--- src/rtl/ddr_tx_lane_packer.sv ---
// rtl/ddr_tx_lane_packer.sv - repacks 4x5 demux sample groups into 2x10 OSERDES lane slots with link framing
//
// Optional feature macro: DDR_TX_TESTPAT_EN (adds test_mode port and ramp payload source)
//
// Ports:
//   clk80          in   parallel clock, the only clock
//   reset          in   asynchronous, active-high
//   demux_data     in   [t][ch] samples, t=0 oldest; sample n = 5*t + ch
//   in_valid       in   demux_data holds a new 20-sample group
//   train_req      in   level request to (re)enter training
//   test_mode      in   ramp source select (DDR_TX_TESTPAT_EN only)
//   lane_data      out  [lane][slot] to the serializers, slot 0 first; lane l slot k = sample 2k+l
//   link_up        out  word carries payload/idle
//   frame_start    out  pulse on the first word of each frame
//   underrun_count out  DATA cycles with no input group, saturating
module ddr_tx_lane_packer #(
  parameter int WIDTH        = 14,
  parameter int TRAIN_CYCLES = 64,
  parameter int FRAME_LEN    = 1024
) (
  input  logic                          clk80,
  input  logic                          reset,
  input  logic [3:0][4:0][WIDTH-1:0]    demux_data,
  input  logic                          in_valid,
  input  logic                          train_req,
`ifdef DDR_TX_TESTPAT_EN
  input  logic                          test_mode,
`endif
  output logic [1:0][9:0][WIDTH-1:0]    lane_data,
  output logic                          link_up,
  output logic                          frame_start,
  output logic [15:0]                   underrun_count
);

  localparam int TC_W = $clog2(TRAIN_CYCLES);
  localparam int FL_W = $clog2(FRAME_LEN);
  localparam logic [TC_W-1:0] TRAIN_LAST = TC_W'(TRAIN_CYCLES - 1);
  localparam logic [FL_W-1:0] FRAME_LAST = FL_W'(FRAME_LEN - 1);

  // Alternating bits with LSB set gives the receiver a dense edge pattern for bit alignment.
  function automatic logic [WIDTH-1:0] alt_pattern();
    logic [WIDTH-1:0] r;
    for (int i = 0; i < WIDTH; i++) r[i] = (i % 2 == 0);
    return r;
  endfunction

  localparam logic [WIDTH-1:0] TRAIN_A = alt_pattern();
  localparam logic [WIDTH-1:0] TRAIN_B = ~TRAIN_A;
  localparam logic [WIDTH-1:0] ONES    = '1;
  // Upper ceil(WIDTH/2) bits set: a single transition per word marks the word boundary.
  localparam logic [WIDTH-1:0] SYNC    = ~(ONES >> ((WIDTH + 1) / 2));

  typedef enum logic [1:0] {ST_TRAIN, ST_SYNC, ST_DATA} state_t;

  state_t                       state;
  logic [TC_W-1:0]              train_cnt;
  logic [FL_W-1:0]              frame_cnt;
  logic [1:0][9:0][WIDTH-1:0]   packed_word;
  logic [1:0][9:0][WIDTH-1:0]   train_word;
  logic [1:0][9:0][WIDTH-1:0]   sync_word;

`ifdef DDR_TX_TESTPAT_EN
  logic [WIDTH-1:0]             base;
  logic [1:0][9:0][WIDTH-1:0]   ramp_word;
`endif

  // Static slot mapping: lane l, slot k carries sample n = 2k + l, i.e. demux_data[n/5][n%5].
  for (genvar k = 0; k < 10; k++) begin : g_slot
    for (genvar l = 0; l < 2; l++) begin : g_lane
      localparam int N = 2 * k + l;
      assign packed_word[l][k] = demux_data[N / 5][N % 5];
      assign train_word[l][k]  = (k % 2 == 0) ? TRAIN_A : TRAIN_B;
      assign sync_word[l][k]   = SYNC;
`ifdef DDR_TX_TESTPAT_EN
      assign ramp_word[l][k]   = base + WIDTH'(N);
`endif
    end
  end

  always_ff @(posedge clk80 or posedge reset) begin
    if (reset) begin
      state          <= ST_TRAIN;
      train_cnt      <= '0;
      frame_cnt      <= '0;
      lane_data      <= '0;
      link_up        <= 1'b0;
      frame_start    <= 1'b0;
      underrun_count <= '0;
`ifdef DDR_TX_TESTPAT_EN
      base           <= '0;
`endif
    end else begin
      case (state)
        ST_TRAIN: begin
          lane_data   <= train_word;
          link_up     <= 1'b0;
          frame_start <= 1'b0;
          // A pending request wins over the terminal count and restarts the minimum training time.
          if (train_req) begin
            train_cnt <= '0;
          end else if (train_cnt == TRAIN_LAST) begin
            train_cnt <= '0;
            state     <= ST_SYNC;
          end else begin
            train_cnt <= train_cnt + 1'b1;
          end
        end

        ST_SYNC: begin
          lane_data   <= sync_word;
          link_up     <= 1'b0;
          frame_start <= 1'b0;
          frame_cnt   <= '0;
`ifdef DDR_TX_TESTPAT_EN
          base        <= '0;
`endif
          state       <= ST_DATA;
        end

        ST_DATA: begin
          link_up     <= 1'b1;
          frame_start <= (frame_cnt == '0);
          frame_cnt   <= (frame_cnt == FRAME_LAST) ? '0 : frame_cnt + 1'b1;
`ifdef DDR_TX_TESTPAT_EN
          base        <= base + WIDTH'(20);
          if (test_mode) begin
            lane_data <= ramp_word;
          end else
`endif
          if (in_valid) begin
            lane_data <= packed_word;
          end else begin
            lane_data <= '0;
            if (underrun_count != 16'hFFFF) underrun_count <= underrun_count + 16'd1;
          end
          // The word produced this cycle is still payload; training starts on the next edge.
          if (train_req) begin
            train_cnt <= '0;
            state     <= ST_TRAIN;
          end
        end

        default: begin
          state <= ST_TRAIN;
        end
      endcase
    end
  end

endmodule
--- config.mk ---
export PLATFORM = sky130hd
export DESIGN_NAME = ddr_tx_lane_packer
export DESIGN_NICKNAME = d
export VERILOG_FILES = /design/src/rtl/ddr_tx_lane_packer.sv
export SDC_FILE = /design/constraint.sdc
export NUM_CORES = 1
export LEC_CHECK = 0
export CORE_AREA = 2 2 229 231
export CTS_CLUSTER_SIZE = 28
export DETAILED_ROUTE_END_ITERATION = 7
export DIE_AREA = 0 0 231 233
export GPL_TIMING_DRIVEN = 0
export SLEW_MARGIN = 10
export SYNTH_ARGS = -nofsm -noshare
export SYNTH_HDL_FRONTEND = slang
export SYNTH_SLANG_ARGS = --single-unit
--- constraint.sdc ---
create_clock -name clk80 -period 30 [get_ports clk80]
set_input_delay 9 -clock clk80 [delete_from_list [all_inputs] [get_ports clk80]]
set_output_delay 9 -clock clk80 [all_outputs]
set_load 0.005 [all_outputs]
After elaboration in Yosys (flattened, before gate mapping)
Cells that the tools add are included.
{"block": "word_totals", "reg_bits": 316}
{"block": "classes", "reduce_logical": 10, "muxes": 14, "eq_ne": 8, "bitwise_logic": 1, "add_sub_neg": 3}
{"op": "one-hot mux 280 bit (3 select lines)", "n": 1}
{"op": "two-way mux 280 bit", "n": 1}
{"op": "one-hot mux 10 bit (2 select lines)", "n": 1}
{"op": "two-way mux 6 bit", "n": 3}
{"op": "adder 16 x 1 -> 16 bit, second input constant", "n": 1}
{"op": "!= test 16 bit, second input constant", "n": 1}
{"op": "one-hot mux 6 bit (2 select lines)", "n": 1}
{"op": "adder 10 x 1 -> 10 bit, second input constant", "n": 1}
{"op": "equality test 10 bit, second input constant", "n": 1}
{"op": "logical NOT 10 bit", "n": 1}
{"op": "two-way mux 10 bit", "n": 1}
{"op": "adder 6 x 1 -> 6 bit, second input constant", "n": 1}
{"op": "equality test 6 bit, second input constant", "n": 1}
{"op": "two-way mux 2 bit", "n": 3}
{"op": "!= test 2 bit, second input constant", "n": 3}
{"op": "one-hot mux 2 bit (3 select lines)", "n": 1}
{"op": "AND reduction 3 bit", "n": 2}
{"op": "nonzero test 2 bit", "n": 3}
{"op": "one-hot mux 1 bit (2 select lines)", "n": 2}
{"op": "nonzero test 3 bit", "n": 1}
{"op": "equality test 2 x 1 -> 1 bit, second input constant", "n": 1}
{"op": "equality test 2 bit, second input constant", "n": 1}
{"op": "logical NOT 2 bit", "n": 1}
{"op": "AND reduction 2 bit", "n": 1}
{"op": "2 further kinds", "n": 2}

Logic depth before layout (Yosys ltp)
Gate-level depths: netlist of run 1.
{"block": "logic_depth", "depth_word": 4, "ltp_mapped": 10, "mapped_depth_nobuf": 6}

Worst setup path after synthesis of run 1
Ideal clock, no wire load.
{"block": "synth_timing", "path_type": "in2reg", "start": "input in_valid", "end": "register lane_data[11] (netlist bit)", "setup_time_ps": 126, "cell_stages": 7, "slack_ps": 19812, "arrival_ps": 10062, "cell_sequence": "and2_1 -> buf_2 -> and3b_1 -> buf_2 -> buf_6 -> buf_6 -> a221o_1"}
{"block": "synth_between", "elab_chain_len": 2}
{"item": "start: declaration", "line": "24", "text": "input logic in_valid,"}
{"item": "two-way mux 280 bit", "line": "130", "text": "if (in_valid) begin"}
{"item": "one-hot mux 280 bit (3 select lines)", "line": "93", "text": "case (state)"}
{"item": "end signal: assignment", "line": "95", "text": "lane_data <= train_word;"}
{"item": "end signal: assignment", "line": "110", "text": "lane_data <= sync_word;"}
{"item": "end signal: assignment", "line": "131", "text": "lane_data <= packed_word;"}
{"item": "end: declaration", "line": "29", "text": "output logic [1:0][9:0][WIDTH-1:0] lane_data,"}
Every way passes these cells.
A chain may end at the register's enable or synchronous reset.

Worst setup path in the final report of run 1
{"block": "layout_timing", "start": "input in_valid", "end": "register lane_data[34] (netlist bit)"}
The elaborated chain is that of the path after synthesis.

==> flow_summary.json, run 1 <==
{
  "port_buffers": 580,
  "vias_per_cell": 4.63,
  "yosys_most_used_dff": "dfrtp_1",
  "synth_cells": 1134,
  "grt_pass1_vias": 11780,
  "final_cells": 2463,
  "status": "finished, final reports clean",
  "cap_violations": 0,
  "crit_chain": "clkdlybuf4s50_1 > and2_1 > buf_2 > clkbuf_1 > buf_2 > a21oi_1 > a21oi_1",
  "clock_path_buffers": 3,
  "p_comb_frac": 0.054,
  "seq_power_share": 0.463,
  "place_inst": 2396,
  "tritoncts": "yes",
  "finalMaxSlewViolations": 0,
  "tns_ns": 0,
  "cts_resized": 0,
  "dr_total_vias": 11413,
  "crit_arrival_ns": 11.19,
  "globalplace.congestion": 0.845,
  "swShare": 0.218,
  "synth_area_per_cell_sq_um": 11.1,
  "power_uw": 923,
  "powerDensity_nw_per_um2": 44.9,
  "fp.dieW_um": 231,
  "fmaxAchievable_mhz": 93.2,
  "drtPass1Iterations": 5,
  "rsz0062_at_grt": "no",
  "ant_nets": 0,
  "final_core_util": 0.402,
  "synthToLayoutAreaGrowth_pct": 62.7,
  "slowest_stage": "clkdlybuf4s50_1",
  "leakagePower_uw": 0.00951,
  "p_int_uw": 721,
  "yosysWarnings": 0,
  "grt_pass1_wl_mm": 71.2,
  "yosys-top-cells-area": "dfrtp_1 63%, a21oi_1 11%, a221o_1 5.6%",
  "boundaryPins": 582,
  "vdd_drop_max_v": 0.0000333,
  "start_kind": "input port",
  "yosysUniqueCellTypes": 46,
  "critical_path_required_ns": 30.46,
  "route.detailed.drc": 0,
  "hpwlAfterDp_mm": 35.6,
  "post-place-ws_ns": 18.64,
  "fin_nets": 2049,
  "cp_top_family": "buffers and inverters",
  "synth_nets": 1427,
  "cts_root_buffer": "clkbuf_16",
  "grt_start_max_net_pins": 115,
  "antenna_found_initial": 0,
  "drt_wl_total_mm": 47.2,
  "clk_pin_slew_ns": 0.06,
  "hp-class": "reg -> reg",
  "netlist.area_leader.share": 0.627,
  "synth_seq_area_share": 0.627,
  "fp-row-count": 83,
  "path_max_fanout": 10,
  "synth_commonest_cells": "316 x dfrtp_1, 287 x a21oi_1, 152 x inv_1",
  "grt-ovfl-total": 0,
  "diodes": 0,
  "worst_pin_slew_ns": 1.21,
  "period_minus_slack_ns": 10.73,
  "die-area_sq_um": 53800,
  "synth_edf_count": 0,
  "synth-async-reset-ratio": 1.00,
  "clkPwrFrac": 0.483,
  "synth_area_sq_um": 12600,
  "grtUsageTotal": 0.171,
  "crit_type": "in -> reg",
  "numCtsBuffers": 38,
  "routedWlPerCell_um": 19.2,
  "clock_sinks": 316,
  "post_cts_buffers": 0,
  "crit_path_end_kind": "register",
  "setup_ws_ns": 19.27,
  "finalClockSkew_ns": 0.0210,
  "finalSetupViolations": 0,
  "clk_latency_ns": 0.55,
  "drive_gt1_frac": 0.0561,
  "cp_num_buf_inv": 4,
  "first_iter_violations": 659,
  "start_util": 0.247,
  "p_switching_uw": 201,
  "cts_max_level": 2,
  "synth_top_area_cell": "dfrtp_1",
  "yosysMostFrequentCell": "dfrtp_1",
  "ys_seq_elements": 316,
  "hold_viol": 0,
  "critPathMaxStageDelay_ns": 0.62,
  "finalCritPeriodShare": 0.358,
  "core_sq_um": 51100,
  "die_h_um": 233,
  "slew_headroom": 0.195,
  "cts_hold_buf": 0
}
power groups by stage:
stage	clock network (uW)	registers, uW	logic [uW]
after floorplan	0	435	7.46
after global placement	0	435	48.5
after detailed placement	0	435	50.0
after CTS	461	427	50.3
after global routing	478	427	53.2
final	446	427	49.4
tightest hold or removal path, delay by kind of cell, from the launching register on:
| family | cells | cell delay, ns |
|---|---|---|
| AOI/OAI and AO/OA | 1 | 0.06 |
| DFF | 1 | 0.34 |
| and+or+nand+nor | 1 | 0.05 |
cells in the final DEF (no fill, tap or decap), types with 6 or more instances in the layout:
master	Yosys	layout
nor2_1	17	17
mux2_2	6	6
xnor2_1	8	8
clkbuf_16	0	38
clkdlybuf4s50_1	0	580
ha_1	9	9
inv_1	152	151
dfrtp_1	316	316
buf_2	24	24
clkbuf_8	0	7
a22o_1	70	70
nand4_1	9	9
a21oi_1	287	287
clkbuf_1	62	73
nand3_1	12	12
a221o_1	70	70
nand2_1	15	15
nor3_1	8	8
o21ai_0	13	13
path summary, 6_finish.rpt:
| path | startpoint | to | slack (ns) | depth (start not counted) |
|---|---|---|---|---|
| hold reg to reg | link_up | link_up | 0.49 | 2 |
| max in group asynchronous | reset | lane_data[37] | 19.95 | 3 |
| hold / removal | link_up | link_up | 0.49 | 2 |
| setup / recovery | in_valid | lane_data[34] | 19.27 | 7 |
| setup reg to reg | state[0] | lane_data[88] | 27.16 | 6 |
| min in group asynchronous | reset | lane_data[228] | 8.99 | 2 |
cells by family after synthesis:
family / count (synthesis) / synth area share
buffers and inverters: 245 / 0.0782
flip-flops: 316 / 0.627
adder cells (fa/ha/maj): 9 / 0.00892
XOR/XNOR: 12 / 0.00833
AO/OA/AOI/OAI: 458 / 0.234
multiplexers: 7 / 0.00615
AND/OR/NAND/NOR: 87 / 0.0375
through the flow:
stage | cell area [sq um] | hold WS (ns)
after floorplan | 12600 | 0.476
after global placement | 19300 | 0.477
after detailed placement | 19300 | 0.478
after CTS | 20500 | 0.491
after global routing | 20500 | 0.520
final | 20500 | 0.486
state kept, by name, summed over array words and instances (netlist names):
register	flops
state	2
frame_start	1
frame_cnt	10
train_cnt	6
link_up	1
underrun_count	16
lane_data	280
per-layer routing:
metal	part of all wire	global-route usage
met5	0	0
met4	0.034	0.0649
met3	0.095	0.0635
met2	0.49	0.288
met1	0.38	0.196
final cells by class:
| class | count | area (sq um) |
|---|---|---|
| flip-flops and latches | 316 | 7910 |
| inverters | 153 | 582 |
| multi-input cells | 573 | 3720 |
| well taps | 680 | 851 |
| clock buffers | 56 | 1090 |
| repair buffers | 582 | 5860 |
| fillers | 5007 | 30600 |
| plain buffers | 92 | 413 |
| clock inverters | 11 | 105 |
Power figures use the tool's default switching activity.
==> run 2: changes to the inputs <==
CORE_AREA = 2 2 223 225   (was 2 2 229 231)
DIE_AREA = 0 0 225 227   (was 0 0 231 233)
clock period = 10.06 ns   (was 30 ns; I/O delays follow)
==> run 2 against run 1 <==
Compared with the run above: global-route usage is 1.1 points higher; final cell count down 2.0%; core utilization increased by 2.4 points; first-iteration DRC count is 14% lower; clock power grew to 3.1 times the previous value; critical path depth unchanged; non-clock buffer count increased by 8; routed wire length up 2.0%; worst hold slack improved by 0.0076 ns; count of clock-buffer cells in the layout up 1; sequential share of layout area is 0.31 points lower; critical endpoint is now lane_data[45].
==> flow_summary.json, run 2 (synthesis results as in run 1) <==
{
  "status": "finished, final reports clean",
  "clock_path_buffers": 3,
  "drt_wl_total_mm": 48.2,
  "p_switching_uw": 597,
  "tritoncts": "yes",
  "grt_pass1_wl_mm": 71.0,
  "first_iter_violations": 566,
  "cts_hold_buf": 0,
  "grt_pass1_vias": 11880,
  "cp_top_family": "buffers and inverters",
  "rr_worst_depth": 6,
  "nFillCells": 4637,
  "die-area_sq_um": 51100,
  "timing.rr.start": "state[0]",
  "clk_pin_slew_ns": 0.06,
  "rsz0062_at_grt": "no",
  "p_comb_frac": 0.055,
  "period_minus_slack_ns": 4.92,
  "diodes": 0,
  "final_common_cell": "clkdlybuf4s50_1",
  "swShare": 0.211,
  "whs_path_depth": 1,
  "p_int_uw": 2230,
  "core_sq_um": 48500,
  "largestRegisters": "lane_data x280, underrun_count x16, frame_cnt x10",
  "hp-class": "reg -> reg",
  "cts_resized": 0,
  "clkPwrFrac": 0.495,
  "vias_per_cell": 4.69,
  "die_h_um": 227,
  "clock_sinks": 316,
  "globalplace.congestion": 0.827,
  "critPathMaxStageDelay_ns": 0.60,
  "fp-row-count": 81,
  "fin_nets": 2057,
  "place_inst": 2346,
  "crit_arrival_ns": 5.38,
  "hpwlAfterDp_mm": 36.6,
  "synthToLayoutAreaGrowth_pct": 64.0,
  "top_register": "lane_data",
  "cts_root_buffer": "clkbuf_16",
  "powerDensity_nw_per_um2": 137,
  "routedWlPerCell_um": 20.0,
  "fp.dieW_um": 225,
  "min_to": "frame_start",
  "finalCritPeriodShare": 0.489,
  "final_core_util": 0.426,
  "crit_chain": "clkdlybuf4s50_1 > and2_1 > buf_2 > clkbuf_1 > buf_2 > a21oi_1 > a21oi_1",
  "final_cell_mix": "580 x clkdlybuf4s50_1, 316 x dfrtp_1, 287 x a21oi_1, 151 x inv_1",
  "seq_power_share": 0.451,
  "boundaryPins": 582,
  "antenna_found_initial": 3,
  "vdd_drop_max_v": 0.000130,
  "start_kind": "input port",
  "port_buffers": 580,
  "leakagePower_uw": 0.00962,
  "slew_headroom": 0.360,
  "route.detailed.drc": 0,
  "final_cells": 2414,
  "finalSetupViolations": 0,
  "cap_violations": 0,
  "path_max_fanout": 10,
  "finalMaxSlewViolations": 0,
  "start_util": 0.260,
  "tns_ns": 0,
  "grt_start_max_net_pins": 38,
  "finalClockSkew_ns": 0.0100,
  "worstReg2RegEnd": "lane_data[236]",
  "dr_total_vias": 11312,
  "slowest_stage": "clkdlybuf4s50_1",
  "r2r_slack_ns": 7.20,
  "grtUsageTotal": 0.181,
  "largest_register_ffs": 280,
  "crit_type": "in -> reg",
  "cp_num_buf_inv": 4,
  "grt-ovfl-total": 0,
  "min-delay-start": "frame_start",
  "critical_path_required_ns": 10.52,
  "worst_pin_slew_ns": 0.959,
  "drive_gt1_frac": 0.0631,
  "hold_viol": 0,
  "post_cts_buffers": 0,
  "stdcell_area_sq_um": 20700,
  "ant_nets": 0,
  "clk_latency_ns": 0.54,
  "crit_path_end_kind": "register",
  "cts_max_level": 2,
  "drtPass1Iterations": 5,
  "dpl_cell_area_sq_um": 19400,
  "numCtsBuffers": 38,
  "fmaxAchievable_mhz": 203
}
## run 2: worst max path at each step
stage | start | endpoint | slack, ns | depth (start not counted)
2_1_floorplan | reset | frame_cnt[0] | 2.83 | 1
3_3_place_gp | reset | lane_data[145] | 0.33 | 2
3_5_place_dp | in_valid | lane_data[45] | 4.55 | 7
4_1_cts | in_valid | lane_data[45] | 5.12 | 7
5_1_grt | in_valid | lane_data[45] | 5.00 | 7
6_report | in_valid | lane_data[45] | 5.14 | 7
## run 2: final cells by class
class | count | area (sq um) | area share
inverter | 153 | 578 | 0.0279
clock buffer | 57 | 1170 | 0.0563
timing repair buffer | 590 | 6010 | 0.291
buffer | 92 | 413 | 0.0200
clock inverter | 11 | 111 | 0.00538
sequential | 316 | 7910 | 0.382
multi-input combinational | 573 | 3730 | 0.180
tap | 622 | 778 | 0.0376
## run 2: power groups by stage
stage / sequential, uW / clock [uW] / combinational, uW
3_3_place_gp: 1300 / 0 / 145
4_1_cts: 1270 / 1440 / 158
5_1_grt: 1270 / 1490 / 167
2_1_floorplan: 1300 / 0 / 22.4
6_report: 1270 / 1400 / 155
3_5_place_dp: 1300 / 0 / 156
## run 2: layer usage
metal  GRT usage  routed length (um)  vias up
met5           0                  40        -
met4      0.0673                1490        6
met3      0.0656                4540       79
met2       0.309               23500      467
met1       0.209               18600     5505
li1            -                   -     5255
## run 2: through the flow
step	hold slack (ns)	worst slack [ns]	total power [uW]
after global routing	0.514	5.00	2930
after floorplan	0.476	2.83	1320
after global placement	0.482	0.333	1440
after CTS	0.497	5.12	2870
after detailed placement	0.485	4.55	1450
final	0.493	5.14	2830
